### config.mk
export PLATFORM = sky130hd
export DESIGN_NAME = vdma_axi4_to_axi4s_burst
export DESIGN_NICKNAME = d
export VERILOG_FILES = /design/src/rtl/vdma_axi4_to_axi4s_burst_pkg.sv /design/src/rtl/vdma_axi4_ar_gen.sv /design/src/rtl/vdma_axi4_to_axi4s_burst.sv
export SDC_FILE = /design/constraint.sdc
export NUM_CORES = 1
export LEC_CHECK = 0
export ABC_CLOCK_PERIOD_IN_PS = 8900
export CAP_MARGIN = 20
export CORE_AREA = 3 3 200 202
export CTS_CLUSTER_SIZE = 10
export DETAILED_ROUTE_END_ITERATION = 7
export DIE_AREA = 0 0 203 205
export SYNTH_ARGS = -nofsm -noshare
export SYNTH_HDL_FRONTEND = slang
export SYNTH_HIERARCHICAL = 1
export SYNTH_SLANG_ARGS = --single-unit
export TNS_END_PERCENT = 5
### constraint.sdc
create_clock -name aclk -period 8.9 [get_ports aclk]
set_clock_uncertainty 0.2 [all_clocks]
set_input_delay 0.89 -clock aclk [delete_from_list [all_inputs] [get_ports aclk]]
set_output_delay 0.89 -clock aclk [all_outputs]
set_load 0.02 [all_outputs]
### src/rtl/vdma_axi4_to_axi4s_burst_pkg.sv
// vdma_axi4_to_axi4s_burst_pkg: AXI constants, state encodings and sizing helper
// shared by the video-DMA read core and its burst generator.
package vdma_axi4_to_axi4s_burst_pkg;
    localparam logic [1:0] ST_IDLE  = 2'd0;
    localparam logic [1:0] ST_RUN   = 2'd1;
    localparam logic [1:0] ST_DRAIN = 2'd2;
    localparam logic [1:0] AXI_BURST_INCR = 2'b01;
    localparam logic [3:0] AXI_CACHE_BUFMOD = 4'b0011;
    function automatic int max_int(input int a, input int b);
        return (a > b) ? a : b;
    endfunction
endpackage

### src/rtl/vdma_axi4_ar_gen.sv
// vdma_axi4_ar_gen: AR burst/address generator walking a 2-D frame line by line,
// shortening the final burst of each line.
module vdma_axi4_ar_gen
    import vdma_axi4_to_axi4s_burst_pkg::*;
#(
    parameter int AXI4_ADDR_WIDTH = 32,
    parameter int AXI4_DATA_SIZE  = 2,
    parameter int AXI4_LEN_WIDTH  = 8,
    parameter int STRIDE_WIDTH    = 14,
    parameter int H_WIDTH         = 12,
    parameter int V_WIDTH         = 12
) (
    input  logic                       aclk,
    input  logic                       aresetn,
    input  logic                       start,
    input  logic                       full_next,
    input  logic [AXI4_ADDR_WIDTH-1:0] param_addr,
    input  logic [STRIDE_WIDTH-1:0]    param_stride,
    input  logic [H_WIDTH-1:0]         param_width,
    input  logic [V_WIDTH-1:0]         param_height,
    input  logic [AXI4_LEN_WIDTH-1:0]  param_arlen,
    input  logic                       arready,
    output logic [AXI4_ADDR_WIDTH-1:0] araddr,
    output logic [AXI4_LEN_WIDTH-1:0]  arlen,
    output logic                       arvalid,
    output logic                       ar_hs,
    output logic                       last_hs
);
    localparam int CW = max_int(H_WIDTH, AXI4_LEN_WIDTH) + 1;
    logic [AXI4_ADDR_WIDTH-1:0] line_base, next_line, step;
    logic [STRIDE_WIDTH-1:0]    stride_r;
    logic [H_WIDTH-1:0]         width_r, px_r;
    logic [V_WIDTH-1:0]         lines_r;
    logic [AXI4_LEN_WIDTH-1:0]  arlen_max;
    logic [CW-1:0]              px_left, need, cap;
    logic                       active, line_end;
    // px_r holds the pixels left in the line including the burst currently presented
    assign px_left   = CW'(px_r) - CW'(arlen) - CW'(1);
    assign line_end  = px_left == '0;
    assign next_line = line_base + AXI4_ADDR_WIDTH'(stride_r);
    assign step      = (AXI4_ADDR_WIDTH'(arlen) + AXI4_ADDR_WIDTH'(1)) << AXI4_DATA_SIZE;
    assign need      = (start ? CW'(param_width) : line_end ? CW'(width_r) : px_left) - CW'(1);
    assign cap       = start ? CW'(param_arlen) : CW'(arlen_max);
    assign ar_hs     = arvalid && arready;
    assign last_hs   = ar_hs && line_end && lines_r == V_WIDTH'(1);
    always_ff @(posedge aclk or negedge aresetn) begin
        if (!aresetn) begin
            araddr    <= '0;
            arlen     <= '0;
            arvalid   <= 1'b0;
            active    <= 1'b0;
            line_base <= '0;
            stride_r  <= '0;
            width_r   <= '0;
            px_r      <= '0;
            lines_r   <= '0;
            arlen_max <= '0;
        end else if (start) begin
            araddr    <= param_addr;
            line_base <= param_addr;
            arlen     <= AXI4_LEN_WIDTH'((need < cap) ? need : cap);
            arvalid   <= !full_next;
            active    <= 1'b1;
            stride_r  <= param_stride;
            width_r   <= param_width;
            px_r      <= param_width;
            lines_r   <= param_height;
            arlen_max <= param_arlen;
        end else begin
            if (ar_hs) begin
                arlen     <= AXI4_LEN_WIDTH'((need < cap) ? need : cap);
                araddr    <= line_end ? next_line : araddr + step;
                line_base <= line_end ? next_line : line_base;
                px_r      <= line_end ? width_r : H_WIDTH'(px_left);
                lines_r   <= line_end ? lines_r - V_WIDTH'(1) : lines_r;
            end
            active  <= active && !last_hs;
            arvalid <= active && !last_hs && ((arvalid && !ar_hs) || !full_next);
        end
    end
endmodule

### src/rtl/vdma_axi4_to_axi4s_burst.sv
// vdma_axi4_to_axi4s_burst: frame fetch over AXI4 read, emitted as AXI4-Stream video
// with tuser at frame start and tlast at line end.
module vdma_axi4_to_axi4s_burst
    import vdma_axi4_to_axi4s_burst_pkg::*;
#(
    parameter int AXI4_ID_WIDTH    = 6,
    parameter int AXI4_ADDR_WIDTH  = 32,
    parameter int AXI4_DATA_SIZE   = 2,
    parameter int AXI4_LEN_WIDTH   = 8,
    parameter int AXI4S_DATA_WIDTH = 24,
    parameter int STRIDE_WIDTH     = 14,
    parameter int H_WIDTH          = 12,
    parameter int V_WIDTH          = 12,
    parameter int INDEX_WIDTH      = 8,
    parameter int MAX_OUTSTANDING  = 4
) (
    input  logic                              aclk,
    input  logic                              aresetn,
    input  logic                              ctl_enable,
    input  logic                              ctl_oneshot,
    output logic                              busy,
    input  logic [AXI4_ADDR_WIDTH-1:0]        param_addr,
    input  logic [STRIDE_WIDTH-1:0]           param_stride,
    input  logic [H_WIDTH-1:0]                param_width,
    input  logic [V_WIDTH-1:0]                param_height,
    input  logic [AXI4_LEN_WIDTH-1:0]         param_arlen,
    output logic [INDEX_WIDTH-1:0]            status_index,
    output logic                              status_frame_done,
    output logic                              status_rerr,
    output logic [AXI4_ID_WIDTH-1:0]          m_axi4_arid,
    output logic [AXI4_ADDR_WIDTH-1:0]        m_axi4_araddr,
    output logic [AXI4_LEN_WIDTH-1:0]         m_axi4_arlen,
    output logic [2:0]                        m_axi4_arsize,
    output logic [1:0]                        m_axi4_arburst,
    output logic                              m_axi4_arlock,
    output logic [3:0]                        m_axi4_arcache,
    output logic [2:0]                        m_axi4_arprot,
    output logic [3:0]                        m_axi4_arqos,
    output logic [3:0]                        m_axi4_arregion,
    output logic                              m_axi4_arvalid,
    input  logic                              m_axi4_arready,
    input  logic [AXI4_ID_WIDTH-1:0]          m_axi4_rid,
    input  logic [1:0]                        m_axi4_rresp,
    input  logic [(8<<AXI4_DATA_SIZE)-1:0]    m_axi4_rdata,
    input  logic                              m_axi4_rlast,
    input  logic                              m_axi4_rvalid,
    output logic                              m_axi4_rready,
    output logic                              m_axi4s_tuser,
    output logic                              m_axi4s_tlast,
    output logic [AXI4S_DATA_WIDTH-1:0]       m_axi4s_tdata,
    output logic                              m_axi4s_tvalid,
    input  logic                              m_axi4s_tready
);
    localparam int OW = $clog2(MAX_OUTSTANDING + 1);
    logic [1:0]         state;
    logic [H_WIDTH-1:0] width_r, h_cnt;
    logic [V_WIDTH-1:0] height_r, v_cnt;
    logic [OW-1:0]      out_cnt, out_next;
    logic               beat, line_last, frame_end, latch, ar_hs, last_hs, full_next, unused_ok;
    assign busy      = state != ST_IDLE;
    assign beat      = m_axi4_rvalid && m_axi4s_tready;
    assign line_last = h_cnt == width_r - H_WIDTH'(1);
    assign frame_end = busy && beat && line_last && v_cnt == height_r - V_WIDTH'(1);
    // a frame end with continuous mode re-latches in the same cycle so AR restarts immediately
    assign latch     = ctl_enable && |param_width && |param_height &&
                       (state == ST_IDLE || (frame_end && !ctl_oneshot));
    assign out_next  = out_cnt + OW'(ar_hs) - OW'(beat && m_axi4_rlast);
    assign full_next = out_next == OW'(MAX_OUTSTANDING);
    assign m_axi4_arid     = '0;
    assign m_axi4_arsize   = 3'(AXI4_DATA_SIZE);
    assign m_axi4_arburst  = AXI_BURST_INCR;
    assign m_axi4_arlock   = 1'b0;
    assign m_axi4_arcache  = AXI_CACHE_BUFMOD;
    assign m_axi4_arprot   = '0;
    assign m_axi4_arqos    = '0;
    assign m_axi4_arregion = '0;
    assign m_axi4_rready   = m_axi4s_tready;
    assign m_axi4s_tvalid  = m_axi4_rvalid;
    assign m_axi4s_tdata   = m_axi4_rdata[AXI4S_DATA_WIDTH-1:0];
    assign m_axi4s_tuser   = busy && h_cnt == '0 && v_cnt == '0;
    assign m_axi4s_tlast   = busy && line_last;
    assign unused_ok       = ^{m_axi4_rid, m_axi4_rdata};
    vdma_axi4_ar_gen #(
        .AXI4_ADDR_WIDTH(AXI4_ADDR_WIDTH),
        .AXI4_DATA_SIZE (AXI4_DATA_SIZE),
        .AXI4_LEN_WIDTH (AXI4_LEN_WIDTH),
        .STRIDE_WIDTH   (STRIDE_WIDTH),
        .H_WIDTH        (H_WIDTH),
        .V_WIDTH        (V_WIDTH)
    ) u_ar_gen (
        .aclk        (aclk),
        .aresetn     (aresetn),
        .start       (latch),
        .full_next   (full_next),
        .param_addr  (param_addr),
        .param_stride(param_stride),
        .param_width (param_width),
        .param_height(param_height),
        .param_arlen (param_arlen),
        .arready     (m_axi4_arready),
        .araddr      (m_axi4_araddr),
        .arlen       (m_axi4_arlen),
        .arvalid     (m_axi4_arvalid),
        .ar_hs       (ar_hs),
        .last_hs     (last_hs)
    );
    always_ff @(posedge aclk or negedge aresetn) begin
        if (!aresetn) begin
            state             <= ST_IDLE;
            width_r           <= '0;
            height_r          <= '0;
            h_cnt             <= '0;
            v_cnt             <= '0;
            out_cnt           <= '0;
            status_index      <= '0;
            status_rerr       <= 1'b0;
            status_frame_done <= 1'b0;
        end else begin
            state <= latch ? ST_RUN : frame_end ? ST_IDLE :
                     (state == ST_RUN && last_hs) ? ST_DRAIN : state;
            out_cnt           <= out_next;
            status_frame_done <= frame_end;
            if (latch) begin
                width_r      <= param_width;
                height_r     <= param_height;
                h_cnt        <= '0;
                v_cnt        <= '0;
                status_index <= status_index + INDEX_WIDTH'(1);
                status_rerr  <= 1'b0;
            end else begin
                status_rerr <= status_rerr || (beat && m_axi4_rresp != 2'b00);
                if (busy && beat) begin
                    h_cnt <= line_last ? '0 : h_cnt + H_WIDTH'(1);
                    v_cnt <= !line_last ? v_cnt : frame_end ? '0 : v_cnt + V_WIDTH'(1);
                end
            end
        end
    end
endmodule

==> results of run 1 <==
## per-layer routing
layer  routed length [µm]  share of wire  track usage  up-vias
li1                     -              -            -     5389
met1                17300           0.46        0.248     5477
met2                17400           0.46        0.297      359
met3                 2640          0.069       0.0451       43
met4                  582          0.015       0.0421        2
met5                   13        0.00034            0        -
## layout by cell type, fill, tap and decap left out, types with 7 or more instances in the layout
cell type / n
a21o_1: 21
inv_1: 61
o31a_1: 8
nand3b_1: 9
or3_1: 7
conb_1: 27
nor3b_1: 13
o31ai_1: 16
o21bai_1: 7
o21ai_0: 99
clkbuf_16: 17
nor4_1: 17
a31oi_1: 19
nand2b_1: 9
buf_4: 15
nand2_1: 158
a211oi_1: 12
and3_1: 33
o211ai_1: 9
mux2i_1: 17
o22ai_1: 7
nand3_1: 43
clkdlybuf4s50_1: 142
a21oi_1: 93
nor2_1: 103
xnor2_1: 69
o21a_1: 17
nor3_1: 29
mux2_2: 42
nand4_1: 18
dfrtp_1: 195
ha_1: 50
xor2_1: 49
## per-stage QoR
step | hold slack (ns) | instance area [µm²] | worst slack, ns | instances
after detailed placement | 0.255 | 15000 | 1.95 | 2069
after CTS | 0.274 | 15600 | 1.89 | 2101
after floorplan | 0.237 | 13500 | 2.46 | 1507
after global routing | 0.290 | 15600 | 1.43 | 2101
final | 0.267 | 15600 | 1.92 | 2101
after global placement | 0.254 | 15000 | 1.91 | 2069
## worst reg2reg max path, cell delays in order, from the launching register on
cell and delay, ns:
dfrtp_1 0.45, or3_4 0.45, or4_4 0.50, a2111oi_4 0.37
o2111ai_2 0.25, nor3_2 0.63, a31oi_4 0.21, inv_4 0.28
inv_1 0.12, buf_4 0.30, nand2_1 0.18, o31ai_1 0.11
nor4_2 0.31, buf_4 0.24, a21oi_1 0.10, or2_2 0.29
ha_1 0.31, nand3_1 0.09, nand2_1 0.06, a21oi_1 0.20
o2111ai_1 0.18, a2111oi_4 0.36, o21a_4 0.25, and3_4 0.29
o221a_1 0.21
## worst min-delay path by stage
| stage | from | to | slack, ns |
|---|---|---|---|
| after CTS | u_ar_gen/active$_DFF_PN0_ | u_ar_gen/active$_DFF_PN0_ | 0.27 |
| after floorplan | out_cnt[2]$_DFF_PN0_ | out_cnt[2]$_DFF_PN0_ | 0.24 |
| after global placement | out_cnt[2]$_DFF_PN0_ | out_cnt[2]$_DFF_PN0_ | 0.25 |
| final | out_cnt[2]$_DFF_PN0_ | out_cnt[2]$_DFF_PN0_ | 0.27 |
| after global routing | out_cnt[2]$_DFF_PN0_ | out_cnt[2]$_DFF_PN0_ | 0.29 |
| after detailed placement | u_ar_gen/active$_DFF_PN0_ | u_ar_gen/active$_DFF_PN0_ | 0.26 |
## power breakdown
part	leakage (nW)	internal [W]	switching, W
registers	2.36	0.00119	0.000336
logic	3.79	0.00135	0.00176
clock network	0.300	0.000443	0.000373
total	6.44	0.00298	0.00247
## flip-flops by register name (all words and copies together) (netlist names), 2 cells and up
name,flops
u_ar_gen/width_r,12
u_ar_gen/line_base,32
height_r,12
state,2
width_r,12
v_cnt,12
status_index,8
h_cnt,12
u_ar_gen/px_r,12
u_ar_gen/arlen,8
u_ar_gen/arlen_max,8
u_ar_gen/lines_r,12
u_ar_gen/stride_r,14
u_ar_gen/araddr,32
out_cnt,3
## final cells by class
type	instances	area share
inverters	63	0.0153
repair buffers	158	0.0993
clock buffers	20	0.0299
well taps	518	0.0416
flip-flops and latches	195	0.313
clock inverters	12	0.00931
multi-input cells	1135	0.492
## cells by family (layout without fill, tap and decap cells)
group                    count (synthesis)  in the layout  synth area share
AND/OR/NAND/NOR                        490            490             0.185
AO/OA/AOI/OAI                          382            382             0.196
flip-flops                             195            195             0.365
buffers and inverters                  177            253            0.0690
XOR/XNOR                               119            119            0.0785
multiplexers                            63             63            0.0526
adder cells (fa/ha/maj)                 54             54            0.0528
other                                    2             27          0.000562
==> summary.md, run 1 <==
| Metric | Value |
|---|---|
| PortBufs | `143` |
| Actual slew at the worst max-slew pin | `1.14 ns` |
| CTS resizes | `0` |
| Largest area contributor in the netlist | `dfrtp_1` |
| Core Util, Final | `0.405` |
| Fmax | `0.143 GHz` |
| Worst Hold Class | `flip-flop to flip-flop` |
| Synth top area share | `0.365` |
| Share of layout cells above drive strength 1 | `0.0929` |
| Initial antenna violation count | `1` |
| Core footprint | `38500 µm²` |
| Crit path depth | `24` |
| Row Count | `72` |
| Asr flop ratio synth | `1.00` |
| CTS tree | `done` |
| Status | `finished, final reports clean` |
| Yosys cell types | `96` |
| Cts hold-fix bufs | `0` |
| CP top delay family | `simple AND/OR/NAND/NOR gates` |
| Largest fanout on the critical path | `40` |
| Post-route ant nets | `0` |
| Slew headroom | `0.234` |
| CTS clk-pin slew, worst paths | `0.07 ns` |
| Footprint of the multi-input gates | `7660 µm²` |
| Register bit total from synthesis | `195` |
| WP data required | `9.09 ns` |
| Area contributors post-synth | `dfrtp_1 36%, ha_1 4.7%, xnor2_1 4.5%, nand2_1 4.4%, o21ai_0 3.7%` |
| Fin crit period | `6.98 ns` |
| TritonCTS sink count | `195` |
| Drt pass-1 iters | `5` |
| Max incr delay on CP | `0.63 ns` |
| Number of flops mapped to enable cells by yosys | `0` |
| H-tree depth | `4` |
| Final Hold Vio Count | `0` |
| TritonCTS Buffers | `17` |
| Final nets | `1750` |
| Final setup viols | `0` |
| Die height | `205 µm` |
| CTS Buffer Depth | `2` |
| Startpoint types | `flip-flop` |
| Warning count from the yosys run | `6` |
| Slew Limit Fails | `0` |
| Hold Path Depth | `1` |
| RSZ-0062 raised after global routing | `no` |
| Die Area | `41600 µm²` |
| Die Width | `203 µm` |
| Placer congestion estimate | `0.860` |
| Clock Latency Late Sink | `0.45 ns` |
| Flop2flop setup slack | `1.92 ns` |
| Synthesized area per cell | `9.02 µm²` |
| Most numerous cell in the Yosys netlist | `dfrtp_1` |
| Worst r2r dst | `u_ar_gen/arlen[1]$_DFFE_PN0P_` |
| Tcrit/Tclk final | `0.784` |
| Gr ovfl total | `0` |
| Vias in the first global route | `11300` |
| Ports | `233` |
| PwrDens | `350 nW/µm²` |
| Root Driver | `clkbuf_16` |
| # diodes | `0` |
| Sequential cell area fraction in the yosys report | `0.365` |
| CP max stage cell | `nor3_2` |
| Filler Cells Inserted | `3858` |
| Static Leakage | `6.44 nW` |
| Critical Path, Cell by Cell | `or3_4 > or4_4 > a2111oi_4 > o2111ai_2 > nor3_2 > a31oi_4 > inv_4 > inv_1 > buf_4 > nand2_1 > o31ai_1 > nor4_2 > buf_4 > a21oi_1 > or2_2 > ha_1 > nand3_1 > nand2_1 > a21oi_1 > o2111ai_1 > a2111oi_4 > o21a_4 > and3_4 > o221a_1` |
| Synth Flop Type | `dfrtp_1` |
| Worst r2r src | `width_r[2]$_DFFE_PN0N_` |
| Postcts setup bufs | `0` |
| DR vias/cell | `5.36` |
| Register area | `4880 µm²` |
| Area grow syn2layout | `16.6%` |
| HPWL after detailed placement | `27.5 mm` |
| Detailed Route Iter0 Violations | `787` |
| R2R depth | `24` |
| Overall Power | `0.00545 W` |
| Largest net degree at the start of global routing | `94` |
| Fin Setup TNS | `0 ns` |
| Max Cap Violations | `0` |
| Initial Utilization | `0.348` |
| Vias | `11300` |
| Total Wirelength | `38.0 mm` |
| CP endpoint kind | `flip-flop` |
| Tot GR Track Use | `0.183` |
| Critical Path AT | `7.17 ns` |
| DRC | `0` |
| Setup CP Type | `flip-flop to flip-flop` |
| Cell count after synthesis | `1482` |
| Largest vdd supply drop | `0.000170 V` |
| Commonest cells post-synth | `195 x dfrtp_1, 158 x nand2_1, 104 x nor2_1, 99 x o21ai_0, 93 x a21oi_1` |
| Drt wl/cell | `18.1 µm` |
| WP buf/inv | `4` |
| Post-synth design cell area | `13400 µm²` |
| Worst Setup SP | `width_r[2]$_DFFE_PN0N_` |
| First-pass GRT wire length | `61.3 mm` |
| Critical Path End | `u_ar_gen/arlen[1]$_DFFE_PN0P_` |
Power figures use the tool's default switching activity.
==> run 2: changes to the inputs <==
--- a/config.mk
+++ b/config.mk
@@ -5,7 +5,7 @@
 export SDC_FILE = /design/constraint.sdc
 export NUM_CORES = 1
 export LEC_CHECK = 0
-export ABC_CLOCK_PERIOD_IN_PS = 8900
+export ABC_CLOCK_PERIOD_IN_PS = 6560
 export CAP_MARGIN = 20
 export CORE_AREA = 3 3 200 202
 export CTS_CLUSTER_SIZE = 10
==> constraint.sdc (replaced) <==
create_clock -name aclk -period 6.56 [get_ports aclk]
set_clock_uncertainty 0.2 [all_clocks]
set_input_delay 0.656 -clock aclk [delete_from_list [all_inputs] [get_ports aclk]]
set_output_delay 0.656 -clock aclk [all_outputs]
set_load 0.02 [all_outputs]
==> summary.md, run 2 (same netlist as run 1, synthesis figures left out) <==
| Metric | Value |
|---|---|
| Max Cap Violations | `0 (unchanged)` |
| Initial antenna violation count | `0 (-1)` |
| R2R depth | `23 (-4.2%)` |
| Min Hold Slack | `0.0984 ns (-0.169 ns)` |
| Most common cell after layout, fill and taps aside | `dfrtp_1` |
| Routing usage on met2 | `0.287 (-0.00977)` |
| Fin Setup TNS | `0 ns (unchanged)` |
| TritonCTS sink count | `195 (unchanged)` |
| Share of layout cells above drive strength 1 | `0.102 (+0.00864)` |
| PortBufs | `143 (unchanged)` |
| Slew headroom | `0.273 (+0.0386)` |
| Footprint of the multi-input gates | `7680 µm² (+0.20%)` |
| Drt wl/cell | `18.3 µm (+1.1%)` |
| Final Hold Vio Count | `0 (unchanged)` |
| Comb pwr share | `0.578 (+0.007)` |
| Largest vdd supply drop | `0.000219 V (+29%)` |
| Met1 usage | `0.255 (+0.00659)` |
| Register area | `4880 µm² (unchanged)` |
| Clock power share | `0.142 (-0.008)` |
| Drt pass-1 iters | `5 (unchanged)` |
| Fin crit period | `6.20 ns (-0.781 ns)` |
| CP endpoint kind | `flip-flop` |
| Critical Path AT | `6.38 ns (-0.79 ns)` |
| Core footprint | `38500 µm² (unchanged)` |
| Total Wirelength | `38.6 mm (+1.7%)` |
| Placer congestion estimate | `0.881 (+2.5%)` |
| Post-Place Setup Slack | `0.200 ns (-1.75 ns)` |
| Area grow syn2layout | `17.1%` |
| Die height | `205 µm (unchanged)` |
| TritonCTS Buffers | `17 (unchanged)` |
| P_int | `0.00401 W (+35%)` |
| Critical Path End | `u_ar_gen/arlen[1]$_DFFE_PN0P_` |
| Fmax | `0.161 GHz (+13%)` |
| Placed cells | `2077 (+0.39%)` |
| Setup CP Type | `flip-flop to flip-flop` |
| DRC | `0 (unchanged)` |
| Startpoint types | `flip-flop` |
| Sequential Power Share | `0.280 (about the same)` |
| CTS tree | `done` |
| Worst r2r src | `width_r[0]$_DFFE_PN0N_` |
| Status | `finished, final reports clean` |
| Biggest registers after layout | `u_ar_gen/araddr: 32 flops, u_ar_gen/line_base: 32 flops, u_ar_gen/stride_r: 14 flops` |
| First-pass GRT wire length | `61.3 mm (about the same)` |
| Setup WS post-layout | `0.362 ns (-1.56 ns)` |
| DR vias/cell | `5.37 (+0.17%)` |
| Gr ovfl total | `0 (unchanged)` |
| Most frequent cells in the layout | `195 x dfrtp_1, 158 x nand2_1, 142 x clkdlybuf4s50_1` |
| Net Sw Power | `0.00337 W (+36%)` |
| PwrDens | `471 nW/µm² (+35%)` |
| Tot GR Track Use | `0.184 (+0.000718)` |
| Vias in the first global route | `11000 (-3.0%)` |
| # diodes | `0 (unchanged)` |
| Sw Share | `0.457 (+0.00296)` |
| Clock Latency Late Sink | `0.45 ns (about the same)` |
| Post-route ant nets | `0 (unchanged)` |
| Worst r2r dst | `u_ar_gen/arlen[1]$_DFFE_PN0P_` |
| Tcrit/Tclk final | `0.945 (+0.161)` |
| Finished Layout Cells | `2114 (+0.62%)` |
| Busiest grt layer | `met2` |
| Final setup viols | `0 (unchanged)` |
| Filler Cells Inserted | `3824 (-0.88%)` |
| Row Count | `72 (unchanged)` |
| Cts hold-fix bufs | `0 (unchanged)` |
| Flop2flop setup slack | `0.36 ns (-1.56 ns)` |
| HPWL after detailed placement | `27.9 mm (+1.4%)` |
| CTS clk-pin slew, worst paths | `0.07 ns (about the same)` |
| Root Driver | `clkbuf_16` |
| Die Width | `203 µm (unchanged)` |
| WP data required | `6.74 ns (-2.35 ns)` |
| Worst Hold Class | `primary input to asynchronous set/reset pin` |
| Ports | `233 (unchanged)` |
| H-tree depth | `4 (unchanged)` |
| Final nets | `1763 (+0.74%)` |
| Worst Setup SP | `width_r[0]$_DFFE_PN0N_` |
| Vias | `11400 (+0.79%)` |
| Largest fanout on the critical path | `16 (-60%)` |
| Overall Power | `0.00737 W (+35%)` |
| Largest net degree at the start of global routing | `105 (+12%)` |
| Initial Utilization | `0.348 (unchanged)` |
| CTS Buffer Depth | `2 (unchanged)` |
| Slew Limit Fails | `0 (unchanged)` |
| Static Leakage | `6.50 nW (+0.78%)` |
| GR Layer Usage met3 | `0.0469 (+0.00175)` |
| Detailed Route Iter0 Violations | `736 (-6.5%)` |
| Actual slew at the worst max-slew pin | `1.09 ns (-0.0578 ns)` |
| Die Area | `41600 µm² (unchanged)` |
[run 2: cell types whose count changed in the layout (fill, tap and decap cells not counted), moves of 2 or more]
| cell | previous run | this run |
|---|---|---|
| clkbuf_1 | 0 | 2 |
| ha_1 | 50 | 48 |
| clkinv_2 | 1 | 4 |
| buf_4 | 15 | 27 |
| ha_2 | 0 | 2 |
[run 2: cell type report]
type,count,share of cell area
Multi-Input combinational cell,1135,0.490
Sequential cell,195,0.312
Timing Repair Buffer,171,0.105
Tap cell,518,0.0414
Clock buffer,21,0.0294
Inverter,63,0.0157
Clock inverter,11,0.00655
[run 2: stage by stage]
stage,util,cell area [µm²]
finish,0.407,15700
global route,0.407,15700
CTS,0.406,15600
detailed placement,0.391,15000
global placement,0.391,15000
floorplan,-,13500
[run 2: worst max-delay path: stages (launching register included)]
cell	delay [ns]
dfrtp_1	0.45
or4_1	0.61
or4b_2	0.66
o41a_1	0.13
o31a_1	0.18
nor3_4	0.25
a31oi_4	0.14
inv_6	0.16
clkinvlp_4	0.16
a21boi_1	0.23
o31ai_1	0.13
nor4_2	0.35
buf_4	0.22
a31oi_1	0.12
a21o_1	0.18
ha_1	0.32
a21oi_1	0.15
nand2_1	0.08
a21oi_1	0.17
o2111ai_1	0.18
a2111oi_4	0.33
o21a_4	0.24
and3_4	0.28
o221a_1	0.21
[run 2: worst min path at each step]
stage	startpoint	slack, ns	end	cells after the start
3_3_place_gp	out_cnt[2]$_DFF_PN0_	0.25	out_cnt[2]$_DFF_PN0_	1
2_1_floorplan	aresetn	0.16	h_cnt[0]$_DFFE_PN0P_	0
6_report	aresetn	0.1	status_index[7]$_DFFE_PN0N_	1
5_1_grt	aresetn	0.19	status_index[7]$_DFFE_PN0N_	1
4_1_cts	aresetn	0.16	status_index[3]$_DFFE_PN0N_	1
3_5_place_dp	u_ar_gen/active$_DFF_PN0_	0.26	u_ar_gen/active$_DFF_PN0_	1
[run 2: power groups by stage]
stage / clock, W / sequential, W / combinational, W
5_1_grt: 0.00112 / 0.00213 / 0.00473
3_5_place_dp: 0 / 0.00208 / 0.00421
6_report: 0.00104 / 0.00207 / 0.00426
4_1_cts: 0.00107 / 0.00206 / 0.00424
3_3_place_gp: 0 / 0.00206 / 0.00413
2_1_floorplan: 0 / 0.00207 / 0.00308
[run 2: per-layer routing]
layer | routed length, µm | share of wire
met5 | 0 | 0
met4 | 721 | 0.019
met3 | 2610 | 0.068
met2 | 17400 | 0.45
met1 | 17900 | 0.46
[run 2: timing repair]
| action | in CTS | in global routing |
|---|---|---|
| buffers inserted | 0 | 5 |
| resized for setup | 0 | 7 |
| endpoints found under the setup margin | 0 | 8 |
